## src/rtl/seg7_scan_controller.sv

```systemverilog
// Multiplexed N-digit common-anode 7-segment scan controller with per-slot blank guard
// and frame-atomic commit of shadowed display data.
module seg7_scan_controller #(
  parameter int CLK_HZ       = 25000000,
  parameter int SCAN_HZ      = 1000,
  parameter int N_DIGITS     = 4,
  parameter int BLANK_CYCLES = 8
) (
  input  logic                  clk,
  input  logic                  rst,
  input  logic                  enable,
  input  logic                  wr_valid,
  output logic                  wr_ready,
  input  logic [4*N_DIGITS-1:0] wr_data,
  input  logic [N_DIGITS-1:0]   wr_dp,
  output logic [N_DIGITS-1:0]   an,
  output logic [6:0]            seg,
  output logic                  dp,
  output logic                  frame_start
);

  localparam int unsigned TICK_DIV = CLK_HZ / SCAN_HZ;
  localparam int IW = (N_DIGITS > 1) ? $clog2(N_DIGITS) : 1;
  localparam logic [IW-1:0] LAST_IDX  = IW'(N_DIGITS - 1);
  localparam logic [31:0]   BLANK_END = 32'(BLANK_CYCLES - 1);
  localparam logic [31:0]   SLOT_END  = 32'(TICK_DIV - 1);

  localparam logic [1:0] IDLE  = 2'd0;
  localparam logic [1:0] BLANK = 2'd1;
  localparam logic [1:0] SHOW  = 2'd2;

  logic [1:0]            state_q, state_d;
  logic [31:0]           count_q, count_d;
  logic [IW-1:0]         idx_q, idx_d;
  logic [4*N_DIGITS-1:0] shadow_data_q, shadow_data_d;
  logic [N_DIGITS-1:0]   shadow_dp_q, shadow_dp_d;
  logic                  pending_q, pending_d;
  logic [4*N_DIGITS-1:0] active_data_q, active_data_d;
  logic [N_DIGITS-1:0]   active_dp_q, active_dp_d;
  logic [N_DIGITS-1:0]   an_q, an_d;
  logic [6:0]            seg_q, seg_d;
  logic                  dp_q, dp_d;
  logic                  frame_start_q, frame_start_d;
  logic                  boundary;

  function automatic logic [6:0] decode(input logic [3:0] h);
    case (h)
      4'h0: decode = 7'h40;  4'h1: decode = 7'h79;
      4'h2: decode = 7'h24;  4'h3: decode = 7'h30;
      4'h4: decode = 7'h19;  4'h5: decode = 7'h12;
      4'h6: decode = 7'h02;  4'h7: decode = 7'h78;
      4'h8: decode = 7'h00;  4'h9: decode = 7'h10;
      4'hA: decode = 7'h08;  4'hB: decode = 7'h03;
      4'hC: decode = 7'h46;  4'hD: decode = 7'h21;
      4'hE: decode = 7'h06;  default: decode = 7'h0E;
    endcase
  endfunction

  always_comb begin
    state_d  = state_q;
    count_d  = count_q;
    idx_d    = idx_q;
    boundary = 1'b0;
    case (state_q)
      IDLE: begin
        count_d = '0;
        idx_d   = '0;
        if (enable) begin
          state_d  = BLANK;
          boundary = 1'b1;
        end
      end
      BLANK: begin
        if (!enable) begin
          state_d = IDLE;
          count_d = '0;
          idx_d   = '0;
        end else begin
          count_d = count_q + 32'd1;
          if (count_q == BLANK_END) state_d = SHOW;
        end
      end
      SHOW: begin
        if (!enable) begin
          state_d = IDLE;
          count_d = '0;
          idx_d   = '0;
        end else if (count_q == SLOT_END) begin
          state_d  = BLANK;
          count_d  = '0;
          boundary = (idx_q == LAST_IDX);
          idx_d    = (idx_q == LAST_IDX) ? '0 : idx_q + IW'(1);
        end else begin
          count_d = count_q + 32'd1;
        end
      end
      default: begin
        state_d = IDLE;
        count_d = '0;
        idx_d   = '0;
      end
    endcase

    // Accept and commit are mutually exclusive: commit needs pending, accept needs !pending.
    shadow_data_d = shadow_data_q;
    shadow_dp_d   = shadow_dp_q;
    pending_d     = pending_q;
    active_data_d = active_data_q;
    active_dp_d   = active_dp_q;
    if (wr_valid && !pending_q) begin
      shadow_data_d = wr_data;
      shadow_dp_d   = wr_dp;
      pending_d     = 1'b1;
    end
    if (boundary && pending_q) begin
      active_data_d = shadow_data_q;
      active_dp_d   = shadow_dp_q;
      pending_d     = 1'b0;
    end

    // Outputs are computed from next-state values so they register on the same edge.
    an_d          = '1;
    seg_d         = 7'h7F;
    dp_d          = 1'b1;
    frame_start_d = boundary;
    if (state_d == SHOW) begin
      an_d[idx_d] = 1'b0;
      seg_d       = decode(active_data_d[{idx_d, 2'b00} +: 4]);
      dp_d        = ~active_dp_d[idx_d];
    end
  end

  always_ff @(posedge clk or posedge rst) begin
    if (rst) begin
      state_q       <= IDLE;
      count_q       <= '0;
      idx_q         <= '0;
      shadow_data_q <= '0;
      shadow_dp_q   <= '0;
      pending_q     <= 1'b0;
      active_data_q <= '0;
      active_dp_q   <= '0;
      an_q          <= '1;
      seg_q         <= 7'h7F;
      dp_q          <= 1'b1;
      frame_start_q <= 1'b0;
    end else begin
      state_q       <= state_d;
      count_q       <= count_d;
      idx_q         <= idx_d;
      shadow_data_q <= shadow_data_d;
      shadow_dp_q   <= shadow_dp_d;
      pending_q     <= pending_d;
      active_data_q <= active_data_d;
      active_dp_q   <= active_dp_d;
      an_q          <= an_d;
      seg_q         <= seg_d;
      dp_q          <= dp_d;
      frame_start_q <= frame_start_d;
    end
  end

  assign wr_ready    = ~pending_q;
  assign an          = an_q;
  assign seg         = seg_q;
  assign dp          = dp_q;
  assign frame_start = frame_start_q;

endmodule

```

## config.mk

```make
export PLATFORM = sky130hd
export DESIGN_NAME = seg7_scan_controller
export DESIGN_NICKNAME = d
export VERILOG_FILES = /design/src/rtl/seg7_scan_controller.sv
export SDC_FILE = /design/constraint.sdc
export NUM_CORES = 1
export LEC_CHECK = 0
export ABC_CLOCK_PERIOD_IN_PS = 5100
export BUFFER_PORTS_ARGS = -buffer_cell sky130_fd_sc_hd__buf_2
export CAP_MARGIN = 20
export CORE_MARGIN = 2
export CORE_UTILIZATION = 45
export CTS_CLUSTER_DIAMETER = 80
export DETAILED_ROUTE_END_ITERATION = 10
export GPL_TIMING_DRIVEN = 0
export PLACE_DENSITY = 0.64
export SLEW_MARGIN = 20
export SYNTH_ARGS = -nofsm -noshare
export SYNTH_HDL_FRONTEND = slang
export SYNTH_SLANG_ARGS = --single-unit
```

## constraint.sdc

```tcl
create_clock -name clk -period 5.1 [get_ports clk]
set_clock_uncertainty 0.1 [all_clocks]
set_input_delay 0.765 -clock clk [delete_from_list [all_inputs] [get_ports clk]]
set_output_delay 0.765 -clock clk [all_outputs]
set_load 0.03 [all_outputs]
```

### Word-level counts from Yosys, hierarchy flattened

Memory sizes are Yosys's and may differ from the RTL's.
Index checks and enable logic that the tools add are counted.

* bits in registers: 90
* bits in read-only memories: 112
* bits of input ports: 24
* output and inout bits: 14
* memories kept: 1

Memories
* (name not given): words 16, width 7, read ports 1, clocked after memory_dff 0, write ports 0, line 47 `case (h)`

* $add $sub $neg: 2
* magnitude comparators: 2
* equal/unequal tests: 6
* shift operators: 1
* mux-type cells: 30
* bitwise logic cells: 3
* reductions and logical operators: 6

Operator list (number)
* 2-to-1 mux 32 bit: 3
* case mux 32 bit (2 select lines): 1
* adder 32 x 1 -> 32 bit (second input constant): 1
* equality test 32 x 15 -> 1 bit (second input constant): 1
* equality test 32 x 3 -> 1 bit (second input constant): 1
* 2-to-1 mux 2 bit: 9
* 2-to-1 mux 16 bit: 1
* indexed part select 16 x 5 -> 4 bit: 1
* 2-to-1 mux 1 bit: 8
* 2-to-1 mux 4 bit: 2
* 2-to-1 mux 7 bit: 1
* equality test 2 bit (second input constant): 3
* case mux 2 bit (3 select lines): 1
* inverter 4 bit: 1
* case mux 2 bit (2 select lines): 1
* logical AND 1 bit: 3
* < comparator 2 x 3 -> 1 bit (second input constant): 1
* adder 2 x 1 -> 2 bit (second input constant): 1
* binary-select mux 1 bit (select 2 bit): 1
* demux 1 bit (select 2 bit): 1
* equality test 2 x 1 -> 1 bit (second input constant): 1
* >= comparator 2 x 1 -> 1 bit (second input constant): 1
* logical NOT 2 bit: 1
* inverter 1 bit: 2
* 3 further kinds: 3

### Longest topological paths before layout

* depth after elaboration: 11
* mapped depth: 16
* depth with buffers taken out: 13

### Worst setup path before layout

Ideal clock, no wire load.

* path type: input -> register
* from: in enable
* to: reg seg_q[3] (netlist: seg[3])
* library setup time: 63 ps
* arrival time: 3645 ps
* required time: 4937 ps
* slack: 1292 ps
* cell stages on the path: 11
* path buffers: 2
* path through: clkbuf_1 -> and4_1 -> clkbuf_1 -> and4_4 -> nor2_2 -> mux2_2 -> a2111oi_1 -> ha_1 -> inv_1 -> mux4_1 -> nand2_1

* cells in the longest elaborated chain, start to end: 7

RTL lines
* start, declared: line 11 `input logic enable,`
* 2-to-1 mux 1 bit (on tied branches): line 84, 68
* case mux 1 bit (2 select lines) (*): line 64 `case (state_q)`
* logical AND 1 bit (*): line 115 `if (boundary && pending_q) begin`
* 2-to-1 mux 16 bit (*): line 115
* net active_data_d[13]: line 38 `logic [4*N_DIGITS-1:0] active_data_q, active_data_d;`
* indexed part select 16 x 5 -> 4 bit (*): line 128 `seg_d = decode(active_data_d[{idx_d, 2'b00} +: 4]);`
* memory read (16 x 7 bit) (*)
* 2-to-1 mux 7 bit (*): line 126 `if (state_d == SHOW) begin`
* net seg_d[3]: line 41 `logic [6:0] seg_q, seg_d;`
* end signal, assigned: line 157 `seg_q <= seg_d;`
* end, declared: line 41

Mark *: on every way through the listed nets, which the timed path passes. The rest lies on a longest branch.
A chain may end at the register's enable or synchronous reset.

### Worst setup path after layout

* from: reg count_q[23]
* to: reg seg_q[0] (netlist: seg[0])

* cells in the longest elaborated chain, start to end: 9

RTL lines
* start, declared: line 33 `logic [31:0] count_q, count_d;`
* start signal, assigned: line 149 `count_q <= count_d;`
* equality test 32 x 15 -> 1 bit: line 88 `end else if (count_q == SLOT_END) begin`
* 2-to-1 mux 1 bit: line 88
* 2-to-1 mux 1 bit: line 84 `if (!enable) begin`
* case mux 1 bit (2 select lines): line 64
* logical AND 1 bit: line 115
* 2-to-1 mux 16 bit: line 115
* indexed part select 16 x 5 -> 4 bit: line 128
* memory read (16 x 7 bit)
* 2-to-1 mux 7 bit (*): line 126
* net seg_d[0]: line 41

Marked as above.

==> summary.md <==
| Metric | Value |
|---|---|
| Status | `complete, no violations` |
| Reg-to-reg critical path startpoint | `count_q[23]` |
| Startpoint Class | `register` |
| Global-route wire length before repair | `roughly 16 mm` |
| Top cells by count, synth | `dfrtp_1, nor2_1, mux2_2` |
| Simple-Gate Fraction of Synth Area | `0.189` |
| CTS buffer count | `9` |
| Setup-failing EPs final | `0` |
| Mux cell area share after synthesis | `0.112` |
| H-Tree Depth | `3` |
| Share of cells above drive strength 1 | `0.248` |
| Vias in the first global route | `around 3300` |
| Setup Buffers After CTS | `0` |
| Period utilization | `0.843` |
| Synth Flop Type | `dfrtp_1` |
| Vias per cell | `5.38` |
| Largest family of logic cells by synthesized area | `simple AND/OR/NAND/NOR gates` |
| Register bit count reported by yosys | `90` |
| Initial antenna violation count | `0` |
| Syn_nets | `467` |
| Worst Max-Slew Pin Slew | `0.857 ns` |
| RSZ-0062 raised after global routing | `false` |
| Net count, final | `515` |
| FFs w/ async S/R, synth | `1.00` |
| Final hold violations | `0` |
| Worst-Skew Late Latency | `about 0.36 ns` |
| Xor/xnor share of the synthesized area | `0.0501` |
| Starting DRC count in detailed routing | `150` |
| Leak | `2.15 nW` |
| WL per Instance | `15.3 µm` |
| Post-CTS Hold Fix Bufs | `0` |
| Area delta synth->final | `13.3%` |
| Fmax | `233 MHz` |
| Syn. warnings | `0` |
| Worst min path class | `input port to asynchronous set/reset pin` |
| Max-slew violations | `0` |
| Filler cell count | `between 800 and 900` |
| Worst setup path startpoint | `count_q[23]` |
| Max Cap Viol | `0` |
| Dominant cell by count in the synthesized netlist | `dfrtp_1` |
| CP Capture Type | `register` |
| Post-synthesis compound-gate area fraction | `0.0815` |
| Grt ovf | `0` |
| Tot Pwr | `2.21 mW` |
| CP arrival | `4.49 ns` |
| Top-area cell type share of the netlist area | `0.430` |
| Setup TNS Final | `0 ns` |
| CP required | `5.29 ns` |
| # port buffers | `36` |
| Die ar. | `0.0109 mm²` |
| RD Place Congestion | `approximately 0.9` |
| Std-Cell Rows | `36` |
| Detailed placement HPWL | `6.85 mm` |
| Starting Density | `0.465` |
| Antenna viol nets, final | `0` |
| CP Class | `register to register` |
| Pwr/cell area | `around 430 mW/mm²` |
| Clock tree sinks | `90` |
| Post-Syn Instances | `about 430` |
| Core footprint | `approximately 0.0098 mm²` |
| Cts repair resizes | `0` |
| Share of the yosys chip area belonging to registers | `0.499` |
| Max rail drop VDD | `0.249 mV` |
| Critical path peak fanout | `10` |
| Clock edge transition at the registers on the reported setup and hold paths | `0.09 ns` |
| Die Width | `104 µm` |
| Biggest area consumer among synthesized cells | `dfrtp_1` |
| DRT Pass-1 Iters | `4` |
| Maximum root-to-sink buffer count | `2` |
| Post-Route WL | `roughly 9.4 mm` |
| Synthesized area | `0.00454 mm²` |
| Diodes inserted | `0` |
| Die Ht | `104 µm` |
| Slew HR | `0.428` |
| Post-Synth Adder-Cell Area | `0.0331` |
| Tmin final | `4.30 ns` |
| Num ports | `38` |
| Via Count | `3321` |
| Area contributors post-synth | `dfrtp_1, mux2_2, dfstp_2` |
| Yosys cell types | `57` |
| CTS root buf | `clkbuf_8` |
| Synthesized area per cell | `10.5 µm²` |
| Global Route Usage Sum | `0.184` |
| Largest net degree at the start of global routing | `57` |
| Residual DRC | `0` |
| Number of synthesized flops with an enable pin | `0` |
| CTS tree | `done` |
layout make-up:
class                      count  area [µm²]  share of cell area
sequential                    90        2270               0.441
multi-input combinational    303        2120               0.412
timing repair buffer          37         208              0.0404
tap                          133         166              0.0323
clock buffer                   9         124              0.0241
clock inverter                 7        98.8              0.0192
buffer                        19        88.8              0.0173
inverter                      19        73.8              0.0143
logic make-up (layout without fill, tap and decap cells):
group	count (synthesis)	count (layout)
multiplexers	43	43
XOR/XNOR	26	26
adder cells (fa/ha/maj)	12	12
AND/OR/NAND/NOR	167	167
AO/OA/AOI/OAI	55	55
flip-flops	90	90
buffers and inverters	38	91
registers in the layout (all words and copies together), names as in the netlist:
register and count:
active_data_q 16, active_dp_q 4, an 4, count_q 32, dp 1, frame_start 1
idx_q 2, pending_q 1, seg 7, shadow_data_q 16, shadow_dp_q 4, state_q 2
report_power, final:
group | leakage [nW] | total [mW] | switching (mW) | internal (mW)
Clock | 0.110 | 0.543 | 0.264 | 0.279
Sequential | 1.13 | 0.971 | 0.0863 | 0.884
Combinational | 0.914 | 0.697 | 0.374 | 0.322
Total | 2.15 | 2.21 | 0.725 | 1.49
metal layers:
layer,vias to the layer above,global-route usage,part of all wire
met5,-,0,0
met4,0,0.0492,0.012
met3,11,0.0332,0.039
met2,79,0.288,0.46
met1,1609,0.265,0.49
li1,1622,-,-
layout by cell type, fill, tap and decap left out, types with 2 or more instances in the layout:
cell,n
nand2_1,29
buf_2,40
a22oi_1,2
and4_1,5
o221ai_1,2
mux2_2,34
clkbuf_1,11
a21o_1,2
o2111ai_1,2
ha_1,12
dfstp_2,12
and3_1,9
nor3_1,9
nand4_1,9
a21boi_0,3
a21oi_1,13
o21a_1,2
dfrtp_1,78
a311oi_1,3
nand3_1,24
bufinv_16,2
o211ai_1,2
o21ai_0,13
nor2b_1,3
and2_1,5
mux2i_1,6
o22ai_1,3
xor2_1,18
nor4_1,7
xnor2_1,8
nor3b_1,2
or2_2,4
nor2_1,47
clkbuf_8,9
inv_1,18
or3_1,6
inv_6,2
per-stage QoR:
stage | setup WS [ns] | cells | cell area, µm² | utilization | hold slack (ns)
final | 0.801 | 617 | 5150 | 0.526 | 0.322
after detailed placement | 0.857 | 601 | 4920 | 0.504 | 0.353
after global routing | 0.552 | 617 | 5150 | 0.526 | 0.342
after CTS | 0.844 | 617 | 5150 | 0.526 | 0.324
after floorplan | 1.29 | 431 | 4540 | - | 0.333
after global placement | 0.510 | 600 | 4890 | 0.500 | 0.346
final timing paths:
path,end,slack [ns],cells after the start
hold / removal,frame_start,0.32,2
setup / recovery,seg[0],0.80,11
setup reg to reg,seg[0],0.80,11
min in group clk,count_q[0],0.36,1
max in group asynchronous,active_data_q[7],3.95,3
hold reg to reg,count_q[0],0.36,1
critical path: stages (launching register included):
cell       delay, ns
dfrtp_1         0.42
nor4_1          0.48
nand4_1         0.36
nor3_4          0.40
buf_2           0.30
mux2_2          0.42
a2111oi_2       0.76
ha_1            0.30
inv_1           0.05
or3_1           0.36
a21o_1          0.18
nand4_1         0.09
Power figures use the tool's default switching activity.
